**config.mk**
```make
export PLATFORM = sky130hd
export DESIGN_NAME = mips_instr_encoder_flat
export DESIGN_NICKNAME = d
export VERILOG_FILES = /design/src/rtl/mips_instr_encoder_if.sv /design/src/rtl/mips_instr_encoder.sv /design/src/flat_wrapper.sv
export SDC_FILE = /design/constraint.sdc
export NUM_CORES = 1
export LEC_CHECK = 0
export CORE_UTILIZATION = 50
export CTS_CLUSTER_DIAMETER = 150
export DETAILED_ROUTE_END_ITERATION = 10
export MAX_ROUTING_LAYER = met4
export PLACE_DENSITY = 0.84
export SLEW_MARGIN = 10
export SYNTH_ARGS = -nofsm -noshare
export SYNTH_HDL_FRONTEND = slang
export SYNTH_SLANG_ARGS = --single-unit
```
**constraint.sdc**
```tcl
create_clock -name clk -period 3.3 [get_ports clk]
set_clock_uncertainty 0.2 [all_clocks]
set_input_delay 0.66 -clock clk [delete_from_list [all_inputs] [get_ports clk]]
set_output_delay 0.66 -clock clk [all_outputs]
set_load 0.01 [all_outputs]
```
**src/rtl/mips_instr_encoder_if.sv**
```systemverilog
// Bus between the instruction-field producer and the MIPS encoder:
// an input field channel and an output word/address channel, each valid/ready.
interface mips_instr_encoder_if #(
  parameter int ADDR_W = 6
);
  logic              in_valid;
  logic              in_ready;
  logic [2:0]        in_op;
  logic [4:0]        in_rs;
  logic [4:0]        in_rt;
  logic [4:0]        in_rd;
  logic [5:0]        in_funct;
  logic [15:0]       in_imm;
  logic [25:0]       in_target;
  logic              out_valid;
  logic              out_ready;
  logic [ADDR_W-1:0] out_addr;
  logic [31:0]       out_instr;

  // Producer / program-writer side.
  modport master (
    output in_valid, in_op, in_rs, in_rt, in_rd, in_funct, in_imm, in_target, out_ready,
    input  in_ready, out_valid, out_addr, out_instr
  );

  // Encoder side.
  modport slave (
    input  in_valid, in_op, in_rs, in_rt, in_rd, in_funct, in_imm, in_target, out_ready,
    output in_ready, out_valid, out_addr, out_instr
  );
endinterface

```
**src/rtl/mips_instr_encoder.sv**
```systemverilog
// Packs decoded MIPS fields into 32-bit words with sequential imem addresses, 2-entry output FIFO.
// Optional macro MIPS_ENC_BRANCH_REL_EN: BEQ immediate is an absolute word address turned into an offset.
module mips_instr_encoder #(
  parameter int ADDR_W    = 6,
  parameter int BASE_ADDR = 0
) (
  input  logic                 clk,
  input  logic                 reset,
  input  logic                 start,
  mips_instr_encoder_if.slave  bus,
  output logic                 full,
  output logic                 err
);
  // Handshake: a transfer happens on a rising edge where valid and ready are both 1;
  // valid never depends on ready, and the producer holds its payload until transferred.

  localparam logic [ADDR_W-1:0] BASE = ADDR_W'(BASE_ADDR);

  localparam logic [2:0] OP_RTYPE = 3'd0;
  localparam logic [2:0] OP_LW    = 3'd1;
  localparam logic [2:0] OP_SW    = 3'd2;
  localparam logic [2:0] OP_BEQ   = 3'd3;
  localparam logic [2:0] OP_ADDI  = 3'd4;
  localparam logic [2:0] OP_J     = 3'd5;
  localparam logic [2:0] OP_JAL   = 3'd6;
  localparam logic [2:0] OP_JR    = 3'd7;
  localparam logic [5:0] FUNCT_JR = 6'b001000;

  logic [ADDR_W-1:0] addr_cnt;
  logic [ADDR_W-1:0] addr_next;
  logic              head_valid;
  logic [ADDR_W-1:0] head_addr;
  logic [31:0]       head_instr;
  logic              skid_valid;
  logic [ADDR_W-1:0] skid_addr;
  logic [31:0]       skid_instr;
  logic              accept;
  logic              illegal;
  logic              push;
  logic              pop;
  logic [15:0]       beq_off;
  logic [31:0]       enc_word;

  assign bus.in_ready  = !start && !full && !skid_valid;
  assign bus.out_valid = head_valid;
  assign bus.out_addr  = head_addr;
  assign bus.out_instr = head_instr;

  assign accept    = bus.in_valid && bus.in_ready;
  assign illegal   = (bus.in_op == OP_RTYPE) && (bus.in_funct == FUNCT_JR);
  assign push      = accept && !illegal;
  assign pop       = head_valid && bus.out_ready;
  assign addr_next = addr_cnt + ADDR_W'(1);

`ifdef MIPS_ENC_BRANCH_REL_EN
  // Target is an absolute word address; offset counts from the word after the branch.
  assign beq_off = bus.in_imm - (16'(addr_cnt) + 16'd1);
`else
  assign beq_off = bus.in_imm;
`endif

  always_comb begin
    enc_word = '0;
    case (bus.in_op)
      OP_RTYPE: enc_word = {6'b000000, bus.in_rs, bus.in_rt, bus.in_rd, 5'b00000, bus.in_funct};
      OP_LW:    enc_word = {6'b100011, bus.in_rs, bus.in_rt, bus.in_imm};
      OP_SW:    enc_word = {6'b101011, bus.in_rs, bus.in_rt, bus.in_imm};
      OP_BEQ:   enc_word = {6'b000100, bus.in_rs, bus.in_rt, beq_off};
      OP_ADDI:  enc_word = {6'b001000, bus.in_rs, bus.in_rt, bus.in_imm};
      OP_J:     enc_word = {6'b000010, bus.in_target};
      OP_JAL:   enc_word = {6'b000011, bus.in_target};
      OP_JR:    enc_word = {6'b000000, bus.in_rs, 15'b0, FUNCT_JR};
      default:  enc_word = '0;
    endcase
  end

  always_ff @(posedge clk or negedge reset) begin
    if (!reset) begin
      addr_cnt   <= BASE;
      full       <= 1'b0;
      err        <= 1'b0;
      head_valid <= 1'b0;
      head_addr  <= '0;
      head_instr <= '0;
      skid_valid <= 1'b0;
      skid_addr  <= '0;
      skid_instr <= '0;
    end else if (start) begin
      addr_cnt   <= BASE;
      full       <= 1'b0;
      err        <= 1'b0;
      head_valid <= 1'b0;
      skid_valid <= 1'b0;
    end else begin
      if (accept && illegal) err <= 1'b1;
      if (push) begin
        addr_cnt <= addr_next;
        // Counter coming back round to its start means the whole imem has been assigned.
        if (addr_next == BASE) full <= 1'b1;
      end
      // Skid occupied implies in_ready=0, so push and a full FIFO never coincide.
      if (skid_valid) begin
        if (pop) begin
          head_addr  <= skid_addr;
          head_instr <= skid_instr;
          skid_valid <= 1'b0;
        end
      end else if (push) begin
        if (!head_valid || pop) begin
          head_valid <= 1'b1;
          head_addr  <= addr_cnt;
          head_instr <= enc_word;
        end else begin
          skid_valid <= 1'b1;
          skid_addr  <= addr_cnt;
          skid_instr <= enc_word;
        end
      end else if (pop) begin
        head_valid <= 1'b0;
      end
    end
  end
endmodule

```
**src/flat_wrapper.sv**
```systemverilog
// flat-port wrapper written by rule: the top's interface ports become plain ports
module mips_instr_encoder_flat 
#(
  parameter int ADDR_W    = 6,
  parameter int BASE_ADDR = 0
)
  (clk, reset, start, full, err, bus_in_valid, bus_in_op, bus_in_rs, bus_in_rt, bus_in_rd, bus_in_funct, bus_in_imm, bus_in_target, bus_out_ready, bus_in_ready, bus_out_valid, bus_out_addr, bus_out_instr);
  mips_instr_encoder_if #(.ADDR_W(ADDR_W)) bus_i ();
  input  logic clk;
  input  logic reset;
  input  logic start;
  output logic full;
  output logic err;
  input wire logic [$bits(bus_i.in_valid)-1:0] bus_in_valid;
  input wire logic [$bits(bus_i.in_op)-1:0] bus_in_op;
  input wire logic [$bits(bus_i.in_rs)-1:0] bus_in_rs;
  input wire logic [$bits(bus_i.in_rt)-1:0] bus_in_rt;
  input wire logic [$bits(bus_i.in_rd)-1:0] bus_in_rd;
  input wire logic [$bits(bus_i.in_funct)-1:0] bus_in_funct;
  input wire logic [$bits(bus_i.in_imm)-1:0] bus_in_imm;
  input wire logic [$bits(bus_i.in_target)-1:0] bus_in_target;
  input wire logic [$bits(bus_i.out_ready)-1:0] bus_out_ready;
  output wire logic [$bits(bus_i.in_ready)-1:0] bus_in_ready;
  output wire logic [$bits(bus_i.out_valid)-1:0] bus_out_valid;
  output wire logic [$bits(bus_i.out_addr)-1:0] bus_out_addr;
  output wire logic [$bits(bus_i.out_instr)-1:0] bus_out_instr;
  assign bus_i.in_valid = bus_in_valid;
  assign bus_i.in_op = bus_in_op;
  assign bus_i.in_rs = bus_in_rs;
  assign bus_i.in_rt = bus_in_rt;
  assign bus_i.in_rd = bus_in_rd;
  assign bus_i.in_funct = bus_in_funct;
  assign bus_i.in_imm = bus_in_imm;
  assign bus_i.in_target = bus_in_target;
  assign bus_i.out_ready = bus_out_ready;
  assign bus_in_ready = bus_i.in_ready;
  assign bus_out_valid = bus_i.out_valid;
  assign bus_out_addr = bus_i.out_addr;
  assign bus_out_instr = bus_i.out_instr;
  mips_instr_encoder #(.ADDR_W(ADDR_W), .BASE_ADDR(BASE_ADDR)) u_core (.clk(clk), .reset(reset), .start(start), .bus(bus_i), .full(full), .err(err));
endmodule
```
; ---- Word level (Yosys, flattened, before mapping)
; Cells that the tools add are included.
[word_totals]
register_bits = 86
inputBits = 71
out_inout_bits = 42
[op_classes]
n_mux = 26
eq_ne = 11
addsub = 1
reduce_logical = 25
n_bitwise = 3
[op_table]
columns = operator, count
row1 = $pmux 32 s8, 1
row2 = $mux 32, 4
row3 = $mux 6, 6
row4 = $mux 1, 15
row5 = $eq 3x3->1 const B, 4
row6 = $reduce_bool 2->1, 5
row7 = $reduce_and 4->1, 2
row8 = $logic_and 1x1->1, 7
row9 = $add 6x1->6 const B, 1
row10 = $eq 3x2->1 const B, 2
row11 = $eq 6x4->1 const B, 1
row12 = $logic_not 6->1, 1
row13 = $logic_not 1->1, 5
row14 = $ne 2x2->1 const B, 2
row15 = $eq 3x1->1 const B, 1
row16 = $logic_not 3->1, 1
row17 = $ne 3x3->1 const B, 1
row18 = $not 1->1, 3
row19 = $reduce_and 3->1, 1
row20 = $reduce_bool 3->1, 1
row21 = $reduce_and 2->1, 1
row22 = $logic_or 1x1->1, 1

; ---- Longest topological paths before layout
; Gate-level depths: netlist of the first run.
[depth]
ltp_word = 8
depth_mapped = 7
mapped_depth_nobuf = 5

; ---- Worst setup path before layout of the first run
; OpenSTA, ideal clock, no wires.
[synth_timing]
path_kind = input -> register
startpoint = in start
endpoint = reg u_core.head_instr[6] (netlist: u_core.bus.out_instr[6])
path_stages = 6
setup_ns = 0.127
setup_slack_ns = 0.652
arrival_ns = 2.320
cell_sequence = or4b_1 buf_2 a221oi_4 and2_2 buf_6 mux2_1
[synth_between]
elab_chain_cells = 7
elab_cells_between_ends = 8
classes_between = 1 x bitwise / 7 x reduce/logical
[synth_rtl]
columns = element, line
row1 = "start, declared", flat_wrapper.sv:11  ; input logic start;
row2 = $logic_not 1->1, mips_instr_encoder.sv:44  ; assign bus.in_ready = !start && !full && !skid_valid;
row3 = $logic_and 1x1->1 (2 in series), mips_instr_encoder.sv:44
row4 = $logic_and 1x1->1, mips_instr_encoder.sv:49  ; assign accept = bus.in_valid && bus.in_ready;
row5 = $logic_and 1x1->1, mips_instr_encoder.sv:51  ; assign push = accept && !illegal;
row6 = $reduce_bool 2->1 (no source line), n/a
row7 = $reduce_and 4->1 (no source line) (*), n/a
row8 = "end signal, assigned", mips_instr_encoder.sv:105  ; head_instr <= skid_instr;
row9 = "end signal, assigned", mips_instr_encoder.sv:112  ; head_instr <= enc_word;
row10 = "end, declared", mips_instr_encoder.sv:33  ; logic [31:0] head_instr;
; Mark *: on every way between the ends. The rest lies on a longest branch, timed or not.
; A chain may end at the register's enable or synchronous reset.

; ---- Worst setup path in the final report of the first run
[layout_timing]
startpoint = in start
endpoint = out bus_in_ready
[layout_between]
elab_chain_cells = 3
[layout_rtl]
columns = element, line
row1 = $logic_not 1->1, mips_instr_encoder.sv:44
row2 = $logic_and 1x1->1 (2 in series), mips_instr_encoder.sv:44
row3 = "end, declared", flat_wrapper.sv:23  ; output wire logic [$bits(bus_i.in_ready)-1:0] bus_in_ready;
; Every way passes these cells.

==> results.json, run 1 <==
{
  "worstMarginPinSlew_ns": 0.718,
  "clock-sinks": 84,
  "seq_area_mm2": 0.00210,
  "worst_ep_arrival_time_ns": 2.03,
  "p_clk_share_pct": 23.1,
  "core_region_area_mm2": 0.00868,
  "critPathMaxFanout": 6,
  "drt-pass1-iter-count": 4,
  "drv_slew": 0,
  "overflow": 0,
  "slowest_delay_ns": 0.57,
  "hold_viol": 0,
  "hp-class": "in -> async",
  "postSynthAreaPerCell_um2": 10.3,
  "synth_warnings": 0,
  "clock_path_buffers": 2,
  "syn_to_final_growth_pct": 32.5,
  "finalCriticalPeriod_ns": 2.89,
  "drt_iter0_drc": 265,
  "synth_cell_types": 50,
  "post-route-drc-count": 0,
  "critPathMostFrequentCell": "clkdlybuf4s50_1",
  "antennaDiodeCount": 0,
  "ys_async_sr_fraction_pct": 100,
  "clock-root-buffer": "clkbuf_8",
  "die_area_mm2": 0.00930,
  "synthesis.area_mm2": 0.00446,
  "clock_latency_ns": 0.35,
  "cts_setup_buffers": 0,
  "cts_hold_buf": 0,
  "setup_tns_ns": 0,
  "hpwlAfterDp_um": 8390,
  "ctsResizeCount": 0,
  "ys.flop_type": "dfrtp_1",
  "ant_nets": 0,
  "startpoint_type": "primary input",
  "powerDensity_mw_per_mm2": 533,
  "yosysSeqAreaShare_pct": 47.1,
  "cts_tree": "built",
  "wl_per_cell_um": 18.4,
  "fin_crit_sh_pct": 87.5,
  "comb_power_share_pct": 30.3,
  "syn-instance-count": 434,
  "rows": 34,
  "fp.dieH_um": 96.4,
  "wl_um": 12000,
  "p_leak_nw": 2.54,
  "path_cells": "clkdlybuf4s50_1 > buf_4 > nor3_1 > clkdlybuf4s50_1",
  "fin_area_mm2": 0.00591,
  "syn_nets": 506,
  "cpMaxStageDelayCell": "clkdlybuf4s50_1",
  "ir_drop_uv": 401,
  "switchingPower_mw": 0.938,
  "die_w_um": 96.4,
  "nNetsFinal": 611,
  "clock.fmax_mhz": 346,
  "max_cap_viol_count": 0,
  "gr-usage-all-layers_pct": 28.1,
  "synth_edf_count": 0,
  "place_congestion": 0.789,
  "grt_pass1_wl_um": 19200,
  "setup_violations": 0,
  "cts.htree.levels": 3,
  "switching_share_pct": 29.8,
  "critPathCaptureType": "output pin",
  "critPathKind": "in -> out",
  "ioPinCount": 113,
  "seqPwrFrac_pct": 46.6,
  "drive_gt1_share_pct": 14.0,
  "fill_cells": 691,
  "cts.clk_slew.worst_paths_ns": 0.08,
  "vias": 3928,
  "antenna_found_initial": 0,
  "required_ns": 2.44,
  "rsz0062_at_grt": "no",
  "max_slew_margin_pct": 51.8,
  "critPathTopFamily": "buffers and inverters",
  "p_int_mw": 2.21,
  "hold_ws_ns": 0.0378,
  "start_util_pct": 51.4,
  "cts_buffers": 9,
  "dpl_cell_area_mm2": 0.00572,
  "numPortBuffers": 111,
  "status": "finished clean",
  "grt_max_degree": 54,
  "grt_pass1_vias": 4016,
  "multiInputGateArea_mm2": 0.00215,
  "via_per_inst": 6.03,
  "path_buf_inv": 3,
  "ys_ff_latch": 84
}
## layer usage
layer	global-route usage [%]	wire length [µm]	up-vias
met5	-	0	-
met4	9.44	255	0
met3	6.73	759	26
met2	46.8	6030	137
met1	33.6	4940	1944
li1	-	-	1821
## cell families after synthesis
logic type	after synthesis	share of synthesized area (%)
buffers and inverters	48	4.83
AND/OR/NAND/NOR	106	12.9
multiplexers	53	13.2
XOR/XNOR	4	0.786
AO/OA/AOI/OAI	131	19.5
flip-flops	84	47.1
adder cells (fa/ha/maj)	7	1.63
other	1	0.0841
## worst register-to-register path, delay by kind of cell, from the launching register on
kind / cells / cell delay, ns
compound gates: 2 / 0.48
simple gates: 2 / 0.54
flops: 1 / 0.44
buf+inv: 2 / 0.80
## cells in the final DEF (no fill, tap or decap), types with 8 or more instances in the layout
master / Yosys / final
a21oi_1: 47 / 47
a31oi_1: 21 / 21
and3_1: 13 / 13
buf_4: 1 / 19
clkbuf_8: 0 / 10
clkdlybuf4s50_1: 0 / 110
dfrtp_1: 84 / 83
inv_1: 11 / 11
mux2_1: 12 / 12
mux2_2: 33 / 33
mux2i_1: 8 / 8
nand2_1: 22 / 22
nand3_1: 18 / 17
nor2_1: 17 / 17
nor2b_1: 9 / 9
o211ai_1: 9 / 9
o21ai_0: 14 / 14
## worst paths after layout
kind	start	end	slack [ns]	cells after the start
max	start	bus_in_ready	0.41	4
max reg2reg	u_core.skid_valid	u_core.bus.out_instr[1]	0.73	6
min in group clk	u_core.bus.out_instr[19]	u_core.bus.out_instr[19]	0.30	1
min	reset	u_core.skid_valid	0.04	1
min reg2reg	u_core.bus.out_instr[19]	u_core.bus.out_instr[19]	0.30	1
max in group asynchronous	reset	u_core.addr_cnt[2]	2.14	2
## cells in the mapped netlist, types with 2 or more instances
| cell type | instances | area share, % |
|---|---|---|
| dfrtp_1 | 84 | 47 |
| a21oi_1 | 47 | 5.3 |
| mux2_2 | 33 | 8.3 |
| clkbuf_1 | 24 | 2.0 |
| nand2_1 | 22 | 1.9 |
| a31oi_1 | 21 | 2.9 |
| nand3_1 | 18 | 2.0 |
| nor2_1 | 17 | 1.4 |
| o21ai_0 | 14 | 1.6 |
| and3_1 | 13 | 1.8 |
| mux2_1 | 12 | 3.0 |
| inv_1 | 11 | 0.93 |
| nor2b_1 | 9 | 1.3 |
| o211ai_1 | 9 | 1.5 |
| mux2i_1 | 8 | 1.8 |
| buf_2 | 7 | 0.79 |
| o221ai_1 | 7 | 1.4 |
| o2bb2ai_1 | 7 | 1.4 |
| a32oi_1 | 6 | 1.2 |
| maj3_1 | 6 | 1.3 |
| nor3_1 | 6 | 0.67 |
| a211oi_1 | 4 | 0.67 |
| nor3b_1 | 4 | 0.67 |
| a221o_1 | 3 | 0.67 |
| a311oi_1 | 3 | 0.59 |
| and3b_1 | 3 | 0.59 |
| and4b_1 | 3 | 0.67 |
| buf_6 | 3 | 0.76 |
| nand2b_1 | 3 | 0.42 |
| o211a_1 | 3 | 0.67 |
| xnor2_1 | 3 | 0.59 |
| a31o_2 | 2 | 0.39 |
| buf_1 | 2 | 0.17 |
## power groups by stage
| stage | clock [mW] | sequential, mW | combinational (mW) |
|---|---|---|---|
| after floorplan | 0 | 1.50 | 0.404 |
| after global placement | 0 | 1.46 | 0.919 |
| after detailed placement | 0 | 1.48 | 0.956 |
| after CTS | 0.745 | 1.46 | 0.963 |
| after global routing | 0.782 | 1.49 | 1.04 |
| final | 0.728 | 1.47 | 0.955 |
## layout make-up
cell class / instances / area share (%)
clock buffer: 11 / 2.39
clock inverter: 4 / 0.826
inverter: 11 / 0.699
multi-input combinational: 302 / 36.5
sequential: 84 / 35.6
tap: 108 / 2.29
timing repair buffer: 131 / 21.7
## through the flow
stage / std cells / total power, mW / worst slack, ns / util [%]
2_1_floorplan: 434 / 1.90 / 0.652 / -
3_3_place_gp: 636 / 2.38 / 0.290 / 65.9
3_5_place_dp: 636 / 2.43 / 0.241 / 65.9
4_1_cts: 651 / 3.17 / 0.408 / 68.1
5_1_grt: 651 / 3.31 / 0.336 / 68.1
6_report: 651 / 3.15 / 0.411 / 68.1
## state kept, by name, indices dropped and copies added (netlist names)
name	count
u_core.bus.out_valid	1
u_core.skid_addr	6
u_core.bus.out_addr	6
u_core.bus.out_instr	31
u_core.skid_valid	1
u_core.addr_cnt	6
u_core.skid_instr	31
u_core.full	1
u_core.err	1
(Power assumes the default switching activity.)
==> run 2, diff against run 1 <==
--- a/config.mk
+++ b/config.mk
@@ -5,11 +5,12 @@
 export SDC_FILE = /design/constraint.sdc
 export NUM_CORES = 1
 export LEC_CHECK = 0
-export CORE_UTILIZATION = 50
+export CORE_UTILIZATION = 64
 export CTS_CLUSTER_DIAMETER = 150
 export DETAILED_ROUTE_END_ITERATION = 10
+export DONT_BUFFER_PORTS = 1
 export MAX_ROUTING_LAYER = met4
-export PLACE_DENSITY = 0.84
+export PLACE_DENSITY = 0.83
 export SLEW_MARGIN = 10
 export SYNTH_ARGS = -nofsm -noshare
 export SYNTH_HDL_FRONTEND = slang
==> results.json, run 2 (synthesized netlist as in run 1, its figures left out) <==
{
  "drive_gt1_share_pct": 15.8,
  "post-route-drc-count": 0,
  "r2r-end": "u_core.bus.out_instr[15]",
  "ctsResizeCount": 0,
  "gr-usage-all-layers_pct": 30.9,
  "setup_violations": 0,
  "ff2ff_path_depth": 5,
  "switching_share_pct": 30.6,
  "powerDensity_mw_per_mm2": 597,
  "antenna_found_initial": 1,
  "switchingPower_mw": 0.862,
  "worstMarginPinSlew_ns": 0.777,
  "grt_max_degree": 85,
  "hold_viol": 29,
  "cts.htree.levels": 3,
  "p_clk_share_pct": 28.0,
  "hp-class": "in -> async",
  "worst_ep_arrival_time_ns": 2.65,
  "via_per_inst": 6.80,
  "clock_path_buffers": 2,
  "hold_ws_ns": -0.00622,
  "fill_cells": 495,
  "fp.dieH_um": 85.5,
  "rows": 30,
  "nNetsFinal": 491,
  "rsz0062_at_grt": "no",
  "syn_to_final_growth_pct": 5.78,
  "violations": "hold timing",
  "place_congestion": 0.838,
  "drv_slew": 0,
  "reg2reg_from": "u_core.skid_valid",
  "finalCriticalPeriod_ns": 2.62,
  "core_region_area_mm2": 0.00676,
  "die_w_um": 85.5,
  "ioPinCount": 113,
  "p_leak_nw": 2.07,
  "clock_latency_ns": 0.36,
  "startpoint": "u_core.skid_valid",
  "critPathMaxFanout": 18,
  "drt_iter0_drc": 317,
  "cts_buffers": 9,
  "hpwlAfterDp_um": 6980,
  "critPathKind": "reg -> reg",
  "clock.fmax_mhz": 382,
  "max_slew_margin_pct": 47.9,
  "die_area_mm2": 0.00731,
  "fin_crit_sh_pct": 79.3,
  "status": "complete, but fails checks",
  "ir_drop_uv": 342,
  "grt_pass1_vias": 3371,
  "clock-root-buffer": "clkbuf_8",
  "r2r_slack_ns": 0.68,
  "max_cap_viol_count": 0,
  "vias": 3434,
  "drt-pass1-iter-count": 5,
  "required_ns": 3.33,
  "comb_power_share_pct": 17.4,
  "final_common_cell": "dfrtp_1",
  "power_mw": 2.82,
  "start_util_pct": 66.0,
  "critPathCaptureType": "flop",
  "cts_tree": "built",
  "wl_um": 10400,
  "grt_pass1_wl_um": 17000,
  "overflow": 0,
  "clock-sinks": 84,
  "ant_nets": 0,
  "cts_setup_buffers": 0,
  "cts.clk_slew.worst_paths_ns": 0.08,
  "p_int_mw": 1.95,
  "numPortBuffers": 0,
  "seqPwrFrac_pct": 54.7,
  "wl_per_cell_um": 20.6,
  "setup_tns_ns": 0,
  "final_cell_mix": "dfrtp_1 (83), a21oi_1 (47), mux2_2 (33)",
  "startpoint_type": "flop"
}
[run 2: final cells by class]
class / instances / area (µm²) / share of cell area, %
Antenna cell: 1 / 2.50 / 0.0531
Sequential cell: 84 / 2100 / 44.6
Clock inverter: 3 / 43.8 / 0.928
Timing Repair Buffer: 11 / 103 / 2.18
Inverter: 11 / 41.3 / 0.875
Tap cell: 80 / 100 / 2.12
Multi-Input combinational cell: 302 / 2150 / 45.7
Clock buffer: 13 / 169 / 3.58
[run 2: what timing repair did]
| item | in CTS | in global routing |
|---|---|---|
| setup endpoints to repair | 0 | 0 |
| hold endpoints to repair | 84 | 0 |
| hold buffers | 1 | 0 |
[run 2: per-stage QoR]
| stage | setup slack [ns] | cells | hold WS [ns] | cell area (µm²) | utilization, % |
|---|---|---|---|---|---|
| after floorplan | 0.652 | 434 | 0.164 | 4460 | - |
| after global placement | 0.505 | 487 | 0.167 | 4470 | 66.2 |
| after detailed placement | 0.481 | 487 | 0.167 | 4470 | 66.2 |
| after CTS | 0.669 | 504 | 0.0130 | 4710 | 69.8 |
| after global routing | 0.489 | 505 | 0.00918 | 4720 | 69.8 |
| final | 0.683 | 505 | -0.00622 | 4720 | 69.8 |
[run 2: worst max path at each step]
stage,slack [ns],to,depth (start not counted)
global placement,0.51,u_core.bus.out_instr[26],4
CTS,0.67,u_core.bus.out_instr[13],5
floorplan,0.65,u_core.bus.out_instr[6],6
global route,0.49,u_core.bus.out_instr[15],6
finish,0.68,u_core.bus.out_instr[15],5
detailed placement,0.48,u_core.bus.out_instr[13],5
[run 2: power groups by stage]
stage	combinational (mW)	sequential, mW	clock (mW)
6_report	0.489	1.54	0.788
5_1_grt	0.554	1.57	0.833
4_1_cts	0.493	1.54	0.795
3_5_place_dp	0.466	1.56	0
3_3_place_gp	0.438	1.55	0
2_1_floorplan	0.404	1.50	0
[run 2: metal layers]
metal / vias to the layer above / track usage, % / wire [µm]
met5: - / - / 0
met4: 0 / 11.5 / 274
met2: 157 / 48.1 / 5090
met3: 32 / 8.75 / 839
met1: 1658 / 38.5 / 4200
li1: 1587 / - / -
[run 2: worst max-delay path, stage by stage (launching register included)]
cell,delay (ns)
dfrtp_2,0.45
or4b_1,0.68
a221oi_4,0.31
and2_2,0.46
buf_4,0.28
a31oi_1,0.10
==> run 3, diff against run 2 <==
--- a/config.mk
+++ b/config.mk
@@ -5,12 +5,12 @@
 export SDC_FILE = /design/constraint.sdc
 export NUM_CORES = 1
 export LEC_CHECK = 0
-export CORE_UTILIZATION = 64
+export CORE_UTILIZATION = 57
 export CTS_CLUSTER_DIAMETER = 150
 export DETAILED_ROUTE_END_ITERATION = 10
 export DONT_BUFFER_PORTS = 1
 export MAX_ROUTING_LAYER = met4
-export PLACE_DENSITY = 0.83
+export PLACE_DENSITY = 0.78
 export SLEW_MARGIN = 10
 export SYNTH_ARGS = -nofsm -noshare
 export SYNTH_HDL_FRONTEND = slang
==> constraint.sdc (replaced) <==
create_clock -name clk -period 2.4 [get_ports clk]
set_clock_uncertainty 0.2 [all_clocks]
set_input_delay 0.48 -clock clk [delete_from_list [all_inputs] [get_ports clk]]
set_output_delay 0.48 -clock clk [all_outputs]
set_load 0.01 [all_outputs]
==> results.json, run 3 (synthesized netlist as in run 1, its figures left out) <==
{
  "hold_viol": 84,
  "critPathCaptureType": "flop",
  "post-route-drc-count": 0,
  "start_util_pct": 60.2,
  "grt_pass1_vias": 3481,
  "cts.htree.levels": 3,
  "drt-pass1-iter-count": 4,
  "overflow": 0,
  "startpoint_type": "flop",
  "post-place-ws_ns": 0.0429,
  "fin_cells": 530,
  "wl_um": 10900,
  "clock-root-buffer": "clkbuf_8",
  "nNetsFinal": 498,
  "via_per_inst": 6.59,
  "r2r-end": "u_core.bus.out_instr[24]",
  "final_cell_mix": "dfrtp_1 (83), a21oi_1 (47), mux2_2 (33)",
  "dp.cells": 512,
  "rsz0062_at_grt": "no",
  "place_congestion": 0.883,
  "status": "complete, but fails checks",
  "critPathKind": "reg -> reg",
  "setup_tns_ns": 0,
  "reg2reg_from": "u_core.skid_valid",
  "numPortBuffers": 0,
  "clock_path_buffers": 2,
  "power_mw": 3.80,
  "p_leak_nw": 2.10,
  "ant_nets": 0,
  "core_region_area_mm2": 0.00741,
  "cts_tree": "built",
  "clock.fmax_mhz": 435,
  "setup_violations": 0,
  "syn_to_final_growth_pct": 7.35,
  "ioPinCount": 113,
  "powerDensity_mw_per_mm2": 794,
  "die_area_mm2": 0.00818,
  "die_w_um": 90.5,
  "drive_gt1_share_pct": 17.4,
  "cts_buffers": 9,
  "cts.clk_slew.worst_paths_ns": 0.08,
  "setup_slack_ns": 0.103,
  "worstMarginPinSlew_ns": 0.750,
  "clock_latency_ns": 0.35,
  "rows": 31,
  "final_common_cell": "dfrtp_1",
  "drt_iter0_drc": 204,
  "vias": 3491,
  "finalCriticalPeriod_ns": 2.30,
  "required_ns": 2.43,
  "critPathMaxFanout": 25,
  "max_slew_margin_pct": 49.6,
  "antenna_found_initial": 0,
  "cts_setup_buffers": 0,
  "max_cap_viol_count": 0,
  "ff2ff_path_depth": 5,
  "violations": "hold timing",
  "ctsResizeCount": 0,
  "antennaDiodeCount": 0,
  "worst_ep_arrival_time_ns": 2.33,
  "r2r_slack_ns": 0.10,
  "wl_per_cell_um": 20.6,
  "grt_pass1_wl_um": 17800,
  "fp.dieH_um": 90.5,
  "hpwlAfterDp_um": 7310,
  "hold_ws_ns": -0.383,
  "drv_slew": 0,
  "hp-class": "in -> async",
  "cts_hold_buf": 2,
  "ir_drop_uv": 402,
  "fin_crit_sh_pct": 95.7,
  "clock-sinks": 84,
  "utilization_pct": 64.6,
  "grt_max_degree": 85,
  "gr-usage-all-layers_pct": 28.8
}
==> run 3: cell count changes in the layout (fill, tap and decap cells not counted), moves of 2 or more <==
cell           change
dlygate4sd3_1      +2
clkbuf_8           -2
buf_4              +5
mux2_4             +2
mux2_1             -2
==> run 3: final cells by class <==
cell class	count	area, µm²
Timing Repair Buffer	18	153
Sequential cell	84	2100
Tap cell	99	124
Inverter	11	41.3
Multi-Input combinational cell	302	2170
Clock buffer	12	145
Clock inverter	4	48.8
Fill cell	587	2620
==> run 3: worst max-delay path, stage by stage, from the launching register on <==
cell	delay, ns
dfrtp_2	0.41
or4b_4	0.56
a221oi_4	0.25
buf_4	0.33
nand2_1	0.23
o2bb2ai_1	0.18
==> run 3: layer usage <==
layer	part of all wire, %	track usage (%)	up-vias	routed length (µm)
met5	0	-	-	0
met4	2.0	12.2	0	223
met3	7.6	6.73	18	833
met2	47	41.6	152	5130
met1	43	39.0	1725	4750
li1	-	-	1596	-
==> run 3: power by group <==
group          total (mW)  switching, mW  internal [mW]
logic               0.671          0.318          0.353
registers            2.12          0.342           1.78
clock network        1.01          0.497          0.509
==> run 3: worst max-delay path by stage <==
stage,start,to,depth (start not counted)
after floorplan,start,u_core.bus.out_instr[6],6
after global placement,start,u_core.bus.out_instr[26],4
after detailed placement,start,u_core.bus.out_instr[24],5
after CTS,u_core.skid_valid,u_core.bus.out_instr[24],5
after global routing,u_core.skid_valid,u_core.bus.out_instr[24],5
final,u_core.skid_valid,u_core.bus.out_instr[24],5
==> run 3: metrics by stage <==
| step | instance area, µm² | hold WS, ns |
|---|---|---|
| finish | 4790 | -0.383 |
| global route | 4790 | -0.400 |
| CTS | 4790 | -0.395 |
| detailed placement | 4570 | -0.0128 |
| global placement | 4570 | -0.0124 |
| floorplan | 4480 | -0.0156 |
